## src/rtl/ctrl_refresh_sched_if.sv

```systemverilog
// rtl/ctrl_refresh_sched_if.sv - refresh scheduler bus between timing/command scheduler and the refresh block
interface ctrl_refresh_sched_if #(
    parameter int NUM_RANKS = 2,
    parameter int PW        = 4
);
    logic                      refresh_en;
    logic                      clear_refresh;
    logic [NUM_RANKS-1:0]      ref_ack;
    logic [NUM_RANKS-1:0]      ref_req;
    logic [NUM_RANKS-1:0]      ref_urgent;
    logic [NUM_RANKS-1:0]      refresh_almost;
    logic [NUM_RANKS-1:0]      in_refresh;
    logic [NUM_RANKS-1:0]      refresh_done;
    logic [NUM_RANKS*PW-1:0]   pending_cnt;
    logic [NUM_RANKS-1:0]      ref_overflow;

    modport master (
        output refresh_en, clear_refresh, ref_ack,
        input  ref_req, ref_urgent, refresh_almost, in_refresh,
               refresh_done, pending_cnt, ref_overflow
    );

    modport slave (
        input  refresh_en, clear_refresh, ref_ack,
        output ref_req, ref_urgent, refresh_almost, in_refresh,
               refresh_done, pending_cnt, ref_overflow
    );
endinterface

```

## src/rtl/ctrl_refresh_sched.sv

```systemverilog
// rtl/ctrl_refresh_sched.sv - per-rank DDR4 refresh scheduler; REFRESH_POSTPONE_EN allows up to MAX_POSTPONE owed refreshes
module ctrl_refresh_sched #(
    parameter int NUM_RANKS    = 2,
    parameter int TREFI        = 7800,
    parameter int TRFC         = 350,
    parameter int ALMOST_LEAD  = 10,
    parameter int MAX_POSTPONE = 8,
    parameter int CNT_W        = 16
) (
    input  logic                 CK_t,
    input  logic                 RESET_n,
    ctrl_refresh_sched_if.slave  bus
);
    localparam int PW = $clog2(MAX_POSTPONE + 1);
`ifdef REFRESH_POSTPONE_EN
    localparam int LIMIT = MAX_POSTPONE;
`else
    localparam int LIMIT = 1;
`endif
    localparam logic [CNT_W-1:0] IVL_LAST   = CNT_W'(TREFI - 1);
    localparam logic [CNT_W-1:0] ALMOST_TH  = CNT_W'(TREFI - ALMOST_LEAD);
    localparam logic [CNT_W-1:0] RFC_LOAD   = CNT_W'(TRFC - 1);
    localparam logic [PW-1:0]    PEND_LIMIT = PW'(LIMIT);

    typedef enum logic {
        ST_IDLE,
        ST_RFC
    } state_t;

    logic [NUM_RANKS-1:0]    w_req_v;
    logic [NUM_RANKS-1:0]    w_urgent_v;
    logic [NUM_RANKS-1:0]    w_almost_v;
    logic [NUM_RANKS-1:0]    w_inref_v;
    logic [NUM_RANKS-1:0]    w_done_v;
    logic [NUM_RANKS-1:0]    w_ovf_v;
    logic [NUM_RANKS*PW-1:0] w_pend_v;

    for (genvar r = 0; r < NUM_RANKS; r++) begin : g_rank
        // Staggered start phase keeps ranks from refreshing in the same cycle
        localparam logic [CNT_W-1:0] STAGGER = CNT_W'(r * (TREFI / NUM_RANKS));

        state_t           r_state;
        state_t           w_state_nxt;
        logic [CNT_W-1:0] r_ivl;
        logic [CNT_W-1:0] w_ivl_nxt;
        logic [CNT_W-1:0] r_rfc;
        logic [CNT_W-1:0] w_rfc_nxt;
        logic [PW-1:0]    r_pend;
        logic [PW-1:0]    w_pend_nxt;
        logic             r_ovf;
        logic             w_ovf_nxt;
        logic             r_almost;
        logic             r_done;
        logic             w_done_nxt;
        logic             w_tick;
        logic             w_req;
        logic             w_acc;

        assign w_tick = bus.refresh_en && (r_ivl == IVL_LAST);
        assign w_req  = (r_state == ST_IDLE) && (r_pend != '0);
        assign w_acc  = bus.ref_ack[r] && w_req && !bus.clear_refresh;

        assign w_ivl_nxt = bus.clear_refresh      ? STAGGER :
                           !bus.refresh_en        ? r_ivl :
                           (r_ivl == IVL_LAST)    ? '0 :
                                                    r_ivl + 1'b1;

        always_comb begin
            w_pend_nxt = r_pend;
            w_ovf_nxt  = r_ovf;
            if (bus.clear_refresh) begin
                w_pend_nxt = '0;
                w_ovf_nxt  = 1'b0;
            end else begin
                // An ack the rank could not take is a protocol error
                if (bus.ref_ack[r] && !w_req) begin
                    w_ovf_nxt = 1'b1;
                end
                if (w_tick && !w_acc) begin
                    if (r_pend == PEND_LIMIT) begin
                        w_ovf_nxt = 1'b1;
                    end else begin
                        w_pend_nxt = r_pend + 1'b1;
                    end
                end else if (w_acc && !w_tick) begin
                    w_pend_nxt = r_pend - 1'b1;
                end
            end
        end

        always_comb begin
            w_state_nxt = r_state;
            w_rfc_nxt   = r_rfc;
            w_done_nxt  = 1'b0;
            case (r_state)
                ST_IDLE: begin
                    if (w_acc) begin
                        w_state_nxt = ST_RFC;
                        w_rfc_nxt   = RFC_LOAD;
                    end
                end
                ST_RFC: begin
                    if (r_rfc == '0) begin
                        w_state_nxt = ST_IDLE;
                        w_done_nxt  = 1'b1;
                    end else begin
                        w_rfc_nxt = r_rfc - 1'b1;
                    end
                end
            endcase
        end

        // tRFC window deliberately ignores clear_refresh so it is never shortened
        always_ff @(posedge CK_t or negedge RESET_n) begin
            if (!RESET_n) begin
                r_state <= ST_IDLE;
                r_rfc   <= '0;
                r_done  <= 1'b0;
            end else begin
                r_state <= w_state_nxt;
                r_rfc   <= w_rfc_nxt;
                r_done  <= w_done_nxt;
            end
        end

        always_ff @(posedge CK_t or negedge RESET_n) begin
            if (!RESET_n) begin
                r_ivl    <= STAGGER;
                r_pend   <= '0;
                r_ovf    <= 1'b0;
                r_almost <= 1'b0;
            end else begin
                r_ivl    <= w_ivl_nxt;
                r_pend   <= w_pend_nxt;
                r_ovf    <= w_ovf_nxt;
                r_almost <= !bus.clear_refresh && bus.refresh_en && (w_ivl_nxt >= ALMOST_TH);
            end
        end

        assign w_req_v[r]            = w_req;
`ifdef REFRESH_POSTPONE_EN
        assign w_urgent_v[r]         = w_req && (r_pend >= PEND_LIMIT);
`else
        assign w_urgent_v[r]         = w_req;
`endif
        assign w_almost_v[r]         = r_almost;
        assign w_inref_v[r]          = (r_state == ST_RFC);
        assign w_done_v[r]           = r_done;
        assign w_ovf_v[r]            = r_ovf;
        assign w_pend_v[r*PW +: PW]  = r_pend;
    end

    assign bus.ref_req        = w_req_v;
    assign bus.ref_urgent     = w_urgent_v;
    assign bus.refresh_almost = w_almost_v;
    assign bus.in_refresh     = w_inref_v;
    assign bus.refresh_done   = w_done_v;
    assign bus.ref_overflow   = w_ovf_v;
    assign bus.pending_cnt    = w_pend_v;
endmodule
```

## src/flat_wrapper.sv

```systemverilog
// flat-port wrapper written by rule: the top's interface ports become plain ports
module ctrl_refresh_sched_flat 
#(
    parameter int NUM_RANKS    = 2,
    parameter int TREFI        = 7800,
    parameter int TRFC         = 350,
    parameter int ALMOST_LEAD  = 10,
    parameter int MAX_POSTPONE = 8,
    parameter int CNT_W        = 16
)
  (CK_t, RESET_n, bus_refresh_en, bus_clear_refresh, bus_ref_ack, bus_ref_req, bus_ref_urgent, bus_refresh_almost, bus_in_refresh, bus_refresh_done, bus_pending_cnt, bus_ref_overflow);
  ctrl_refresh_sched_if #(.NUM_RANKS(NUM_RANKS)) bus_i ();
  input  logic CK_t;
  input  logic RESET_n;
  input wire logic [$bits(bus_i.refresh_en)-1:0] bus_refresh_en;
  input wire logic [$bits(bus_i.clear_refresh)-1:0] bus_clear_refresh;
  input wire logic [$bits(bus_i.ref_ack)-1:0] bus_ref_ack;
  output wire logic [$bits(bus_i.ref_req)-1:0] bus_ref_req;
  output wire logic [$bits(bus_i.ref_urgent)-1:0] bus_ref_urgent;
  output wire logic [$bits(bus_i.refresh_almost)-1:0] bus_refresh_almost;
  output wire logic [$bits(bus_i.in_refresh)-1:0] bus_in_refresh;
  output wire logic [$bits(bus_i.refresh_done)-1:0] bus_refresh_done;
  output wire logic [$bits(bus_i.pending_cnt)-1:0] bus_pending_cnt;
  output wire logic [$bits(bus_i.ref_overflow)-1:0] bus_ref_overflow;
  assign bus_i.refresh_en = bus_refresh_en;
  assign bus_i.clear_refresh = bus_clear_refresh;
  assign bus_i.ref_ack = bus_ref_ack;
  assign bus_ref_req = bus_i.ref_req;
  assign bus_ref_urgent = bus_i.ref_urgent;
  assign bus_refresh_almost = bus_i.refresh_almost;
  assign bus_in_refresh = bus_i.in_refresh;
  assign bus_refresh_done = bus_i.refresh_done;
  assign bus_pending_cnt = bus_i.pending_cnt;
  assign bus_ref_overflow = bus_i.ref_overflow;
  ctrl_refresh_sched #(.NUM_RANKS(NUM_RANKS), .TREFI(TREFI), .TRFC(TRFC), .ALMOST_LEAD(ALMOST_LEAD), .MAX_POSTPONE(MAX_POSTPONE), .CNT_W(CNT_W)) u_core (.CK_t(CK_t), .RESET_n(RESET_n), .bus(bus_i));
endmodule
```

## config.mk

```make
export PLATFORM = sky130hd
export DESIGN_NAME = ctrl_refresh_sched_flat
export DESIGN_NICKNAME = d
export VERILOG_FILES = /design/src/rtl/ctrl_refresh_sched_if.sv /design/src/rtl/ctrl_refresh_sched.sv /design/src/flat_wrapper.sv
export SDC_FILE = /design/constraint.sdc
export NUM_CORES = 1
export LEC_CHECK = 0
export ABC_AREA = 1
export CORE_UTILIZATION = 50
export CTS_CLUSTER_SIZE = 25
export DETAILED_ROUTE_END_ITERATION = 7
export HOLD_SLACK_MARGIN = 0.03
export PLACE_DENSITY = 0.75
export SLEW_MARGIN = 20
export SYNTH_ARGS = -nofsm -noshare
export SYNTH_HDL_FRONTEND = slang
export SYNTH_SLANG_ARGS = --single-unit
```

## constraint.sdc

```tcl
create_clock -name CK_t -period 2.4 [get_ports CK_t]
set_clock_uncertainty 0.15 [all_clocks]
set_input_delay 0.48 -clock CK_t [delete_from_list [all_inputs] [get_ports CK_t]]
set_output_delay 0.48 -clock CK_t [all_outputs]
set_load 0.1 [all_outputs]
```

==> results of run 1 <==
-- kinds of logic after synthesis --
kind of cell / after synthesis
AND/OR/NAND/NOR: 370
buffers and inverters: 124
AO/OA/AOI/OAI: 80
flip-flops: 80
XOR/XNOR: 14
adder cells (fa/ha/maj): 10
multiplexers: 1
-- stage by stage --
stage	instance area [um^2]	worst slack (ps)	hold WS (ps)	utilization
final	5780	148	340	0.616
after detailed placement	5560	-200	297	0.593
after global placement	5560	-138	288	0.593
after global routing	5780	29.1	362	0.616
after CTS	5770	117	338	0.616
after floorplan	4920	-3.83	34.4	-
-- report_power, final --
group / total [mW] / leakage, nW / internal (mW) / switching (mW)
clock network: 1.00 / 0.0993 / 0.508 / 0.496
registers: 1.67 / 0.979 / 1.52 / 0.151
logic: 0.544 / 1.88 / 0.205 / 0.339
total: 3.22 / 2.96 / 2.23 / 0.986
-- area by class of cell --
class,count,share of cell area
clock inverters,5,0.00975
inverters,104,0.0676
clock buffers,11,0.0245
well taps,129,0.0279
repair buffers,73,0.110
flip-flops and latches,80,0.350
multi-input cells,475,0.410
-- final timing paths --
path	end	startpoint	slack, ps	cells past startpoint
setup / recovery	bus_ref_urgent[0]	u_core.g_rank[0].r_pend[0]$_DFFE_PN0P_	150	6
hold / removal	u_core.g_rank[1].r_rfc[15]$_DFFE_PN0P_	u_core.g_rank[1].r_rfc[15]$_DFFE_PN0P_	340	1
setup reg to reg	u_core.g_rank[1].r_almost$_DFF_PN0_	u_core.g_rank[1].r_ivl[0]$_DFF_PN0_	240	10
hold reg to reg	u_core.g_rank[1].r_rfc[15]$_DFFE_PN0P_	u_core.g_rank[1].r_rfc[15]$_DFFE_PN0P_	340	1
max in group asynchronous	u_core.g_rank[1].r_ivl[11]$_DFF_PN1_	RESET_n	1040	3
min in group asynchronous	u_core.g_rank[0].r_ivl[8]$_DFF_PN0_	RESET_n	450	2
-- per-layer routing --
| metal | GRT usage | vias up | share of wire |
|---|---|---|---|
| li1 | - | 2298 | - |
| met1 | 0.331 | 2067 | 0.47 |
| met2 | 0.409 | 137 | 0.46 |
| met3 | 0.0319 | 22 | 0.052 |
| met4 | 0.0780 | 0 | 0.020 |
| met5 | 0 | - | 0 |
-- registers in the layout (all words and copies together), names as in the netlist --
name and cells:
u_core.g_rank.r_pend 8, u_core.g_rank.r_done 2, u_core.g_rank.r_ovf 2, u_core.g_rank.r_ivl 32, u_core.g_rank.r_rfc 32, u_core.g_rank.r_state 2, u_core.g_rank.r_almost 2
-- repair_timing --
item / in CTS / in global routing
setup endpoints to repair: 0 / 6
setup buffers: 0 / 0
hold buffers: 1 / 0
resized for setup: 0 / 3
endpoints found under the hold margin: 22 / 0
-- placed cells by master (no fill, tap or decap), drive strengths merged --
cell type | netlist | routed
a21oi | 24 | 24
a31oi | 2 | 2
and3 | 1 | 1
buf | 19 | 68
bufinv | 0 | 1
clkbuf | 1 | 11
clkdlybuf4s50 | 0 | 3
clkinv | 1 | 4
clkinvlp | 0 | 1
dfrtp | 72 | 72
dfstp | 8 | 8
dlygate4sd3 | 0 | 1
dlymetal6s2s | 0 | 1
ha | 10 | 10
inv | 103 | 103
mux2 | 1 | 1
nand2 | 148 | 148
nand3 | 62 | 62
nand3b | 3 | 3
nand4 | 18 | 18
nor2 | 110 | 110
nor3 | 19 | 19
nor3b | 1 | 1
nor4 | 3 | 3
o2111ai | 1 | 1
o211a | 1 | 1
o211ai | 2 | 2
o21a | 2 | 2
o21ai | 40 | 40
o21bai | 2 | 2
o22ai | 4 | 4
o31ai | 2 | 2
or2 | 5 | 5
xnor2 | 2 | 2
xor2 | 12 | 12
==> run metrics, run 1 <==
outcome=finished clean; post-synthesis mux area share=0.00229; Tightest Hold Check Type=flip-flop to flip-flop; count leader, synth=nand2_1; Pwr Density=about 560 mW/mm^2; CTS tree=built; die width=101 um; Mean Syn Cell Area=7.23 um^2; DRT Pass-1 Iters=5; GR Overflow Total=0; global-route wire length before repair=approximately 20000 um; vias in the first global route=4358; dominant synthesized flop cell=dfrtp_1; share of post-route cells with drive strength above 1=0.174; Syn Nets=695; drc violations=0; Final Wtd Congestion=0.962; Clk pin slew, worst setup/hold paths=80 ps; CP peak stage delay=410 ps; fill cell count=875; crit path max-delay cell type=dfrtp_2; Area Overhead vs Synth=17.7%; critical path type=flip-flop to primary output; largest family of logic cells by synthesized area=simple AND/OR/NAND/NOR gates; post-synthesis simple-gate area fraction=0.339; VDD IR-drop max=approximately 0.32 mV; relative slew slack=0.731; number of synthesized flops with an enable pin=0; Worst EP required=approximately 1800 ps; fin. max-slew vios=0; Synth top area share=0.367; unrepaired setup endpoints after global routing=false; H-tree levels=3; XOR/XNOR Fraction of Synth Area=0.0250; CTS max path bufs=2; post-synthesis adder-cell area fraction=0.0255; starting density of the core=0.524; top post-synthesis cells by area=dfrtp_1, nand2_1, nor2_1, inv_1, nand3_1; synthesized cell area=0.00491 mm^2; WP data arrival=1620 ps; slew of the pin with the lowest slew margin=between 400 and 500 ps; Final Non-Filler Cells=877; Num CTS Buffers=9; clk sink count=80; min cycle time layout=2250 ps; Reg area=between 0.002 and 0.0025 mm^2; Max-Cap Viols=0; core area=0.00937 mm^2; Final Hold Viols=0; Compound-Gate Fraction of Synth Area=0.0897; yosys synthesis warning count=0; Clock Latency Late Sink=350 ps; Post-synth top cells=nand2_1, nor2_1, inv_1; crit-path leading delay family=buffers and inverters; largest net degree at the start of global routing=31; Power Total=3.22 mW; remaining antenna violation count=0; Post-DP HPWL=8790 um; Initial DRC Count=213; CP Cell Sequence=inv_1 -> ha_1 -> nand3_1 -> nand2_1 -> inv_1 -> buf_12; Die ar.=around 0.010 mm^2; CP most frequent cell=inv_1; CP Launch Type=flip-flop; Final Cycle Share=0.938; Die Y=just over 100 um; IO Count=26; post-synth top area cell=dfrtp_1; dpl cells=860; multi-input logic area=0.00237 mm^2; initial antenna violation count=0; sequential share of the synthesized area=0.410; Fmax=~440 MHz; Post-Syn Instances=about 680; via density per instance=~5.2; site row count=35; total number of vias=~4500; FF+latch count, synth=80; number of antenna diodes=0; Async SR Flop Fraction=1.00; WL final=~11000 um; setup tns final=0 ps; clk root buf=clkbuf_8; Cell variety after synth=42; routed len/inst=13.1 um; Layout Nets=759; Worst setup EP type=primary output; Tot GR Track Use=0.245; Crit path buffers/inverters=3; # port buffers=25; leak pwr=between 2 and 3 nW; critical path peak fanout=5; Setup Viol. Count Final=0
No activity file was read; power rests on OpenSTA's default activity.
==> run 2, diff against run 1 <==
--- a/config.mk
+++ b/config.mk
@@ -10,7 +10,7 @@
 export CTS_CLUSTER_SIZE = 25
 export DETAILED_ROUTE_END_ITERATION = 7
 export HOLD_SLACK_MARGIN = 0.03
-export PLACE_DENSITY = 0.75
+export PLACE_DENSITY = 0.67
 export SLEW_MARGIN = 20
 export SYNTH_ARGS = -nofsm -noshare
 export SYNTH_HDL_FRONTEND = slang
==> run metrics, run 2 (synthesis results as in run 1) <==
drc violations=0 (unchanged); Clock Power Share=0.326 (was 0.312); Hold Path Origin=u_core.g_rank[1].r_rfc[15]$_DFFE_PN0P_ (unchanged); WL met1=5330 um (was 5430 um); via density per instance=5.21 (was 5.16); Reg2Reg Launch Point=u_core.g_rank[0].r_pend[0]$_DFFE_PN0P_ (was u_core.g_rank[1].r_ivl[0]$_DFF_PN0_); Tightest Hold Check Type=flip-flop to flip-flop (unchanged); unrepaired setup endpoints after global routing=false (unchanged); Worst setup EP type=primary output (unchanged); Max-Cap Viols=0 (unchanged); site row count=35 (unchanged); critical path peak fanout=5 (unchanged); die width=101 um (unchanged); CP peak stage delay=420 ps (was 410 ps); Die Y=101 um (unchanged); Largest regs=u_core.g_rank.r_ivl x32, u_core.g_rank.r_rfc x32, u_core.g_rank.r_pend x8 (unchanged); H-tree levels=3 (unchanged); Fmax=432 MHz (was 444 MHz); Pwr Density=571 mW/mm^2 (was 557 mW/mm^2); Worst EP required=1770 ps (about the same); starting density of the core=0.524 (unchanged); remaining antenna violation count=0 (unchanged); sw frac=0.315 (was 0.307); IO Count=26 (unchanged); Die ar.=0.0102 mm^2 (unchanged); Initial DRC Count=248 (was 213); internal power=2.25 mW (was 2.23 mW); Final Hold Viols=0 (unchanged); commonest non-fill, non-tap cell in the layout=nand2_1 (unchanged); number of antenna diodes=0 (unchanged); fill cell count=901 (was 875); DR WL met3=523 um (was 595 um); VDD IR-drop max=0.322 mV (was 0.323 mV); GR Overflow Total=0 (unchanged); Post-DP HPWL=8700 um (was 8790 um); most frequent cells in the layout=nand2_1, nor2_1, inv_1 (unchanged); top layer reached by signal wires=met4 (unchanged); DRT Pass-1 Iters=6 (was 5); # port buffers=25 (unchanged); Layout Nets=753 (was 759); largest net degree at the start of global routing=36 (was 31); share of post-route cells with drive strength above 1=0.168 (was 0.174); Reg area=0.00202 mm^2 (unchanged); vias in the first global route=4256 (was 4358); min cycle time layout=2310 ps (was 2250 ps); global-route wire length before repair=19300 um (was 19900 um); Sequential Power Share=0.507 (was 0.519); wire length on met2=5260 um (was 5240 um); Final Cycle Share=0.964 (was 0.938); clk sink count=80 (unchanged); Tot GR Track Use=0.243 (was 0.245); Clock Latency Late Sink=360 ps (was 350 ps); critical path type=flip-flop to primary output (unchanged); clk root buf=clkbuf_8 (unchanged); Clk pin slew, worst setup/hold paths=90 ps (was 80 ps); Setup Viol. Count Final=0 (unchanged); WP data arrival=1680 ps (was 1620 ps); outcome=finished clean (unchanged); relative slew slack=0.701 (was 0.731); switching power=1.03 mW (was 0.986 mW); share of total power in combinational logic=0.167 (was 0.169); CP startpoint=u_core.g_rank[0].r_pend[0]$_DFFE_PN0P_ (unchanged); WL final=11300 um (was 11500 um); CTS tree=built (unchanged); CTS max path bufs=2 (unchanged); crit path max-delay cell type=dfrtp_2 (unchanged); routed len/inst=13.0 um (was 13.1 um); multi-input logic area=0.00237 mm^2 (unchanged); dpl cells=854 (was 860); leak pwr=2.93 nW (was 2.96 nW); Area Overhead vs Synth=17.0% (was 17.7%); slew of the pin with the lowest slew margin=449 ps (was 403 ps); CP Launch Type=flip-flop (unchanged); initial antenna violation count=0 (unchanged); fin. max-slew vios=0 (unchanged); Final Wtd Congestion=0.911 (was 0.962); CP Cell Sequence=inv_1 -> ha_1 -> nand3_1 -> nand2_1 -> inv_1 -> buf_12 (unchanged); Num CTS Buffers=9 (unchanged); CP most frequent cell=inv_1 (unchanged); setup tns final=0 ps (unchanged); total number of vias=4539 (was 4524); Post-Place Cell Area=0.00552 mm^2 (was 0.00556 mm^2); Final Non-Filler Cells=871 (was 877); core area=0.00937 mm^2 (unchanged); final instance area=0.00574 mm^2 (was 0.00578 mm^2)
[run 2: per-layer routing]
metal  vias to the layer above  track usage
met2                       118        0.400
met3                        16       0.0291
li1                       2297            -
met5                         -            0
met4                         0       0.0881
met1                      2108        0.328
[run 2: power groups by stage]
stage | sequential [mW] | clock [mW] | combinational (mW)
floorplan | 1.65 | 0 | 0.410
global placement | 1.68 | 0 | 0.526
detailed placement | 1.69 | 0 | 0.545
CTS | 1.66 | 1.09 | 0.549
global route | 1.69 | 1.15 | 0.638
finish | 1.66 | 1.07 | 0.546
[run 2: path summary, 6_finish.rpt]
path	to	slack (ps)	depth (start not counted)
worst max-delay path	bus_ref_urgent[0]	90	6
max in group asynchronous	u_core.g_rank[1].r_ivl[11]$_DFF_PN1_	1040	3
worst min register to register	u_core.g_rank[1].r_rfc[15]$_DFFE_PN0P_	350	1
worst max register to register	u_core.g_rank[0].r_rfc[8]$_DFFE_PN0P_	170	12
worst min-delay path	u_core.g_rank[1].r_rfc[15]$_DFFE_PN0P_	350	1
min in group asynchronous	u_core.g_rank[1].r_rfc[1]$_DFFE_PN0P_	460	2
[run 2: metrics by stage]
stage                util  hold slack [ps]  worst slack, ps  power [mW]
CTS                 0.612              357             71.2        3.30
global placement    0.589              311             -150        2.21
floorplan               -             34.4            -3.83        2.06
global route        0.613              371             2.03        3.48
finish              0.613              348             85.4        3.28
detailed placement  0.589              314             -152        2.23
[run 2: final cells by class]
class,count,share of cell area
multi-input cells,475,0.412
flip-flops and latches,80,0.352
repair buffers,67,0.103
inverters,104,0.0680
well taps,129,0.0281
clock buffers,10,0.0240
clock inverters,6,0.0131
[run 2: repair_timing]
item / CTS / global route
hold buffers: 1 / 0
endpoints found under the hold margin: 29 / 0
setup endpoints to repair: 0 / 1
buffers inserted: 0 / 0
gates resized for setup: 0 / 2
[run 2: critical path, delay by kind of cell, from the launching register on]
kind                     cells  cell delay [ps]
buffers and inverters        3              460
adder cells (fa/ha/maj)      1              230
AND/OR/NAND/NOR              2              210
flip-flops                   1              420
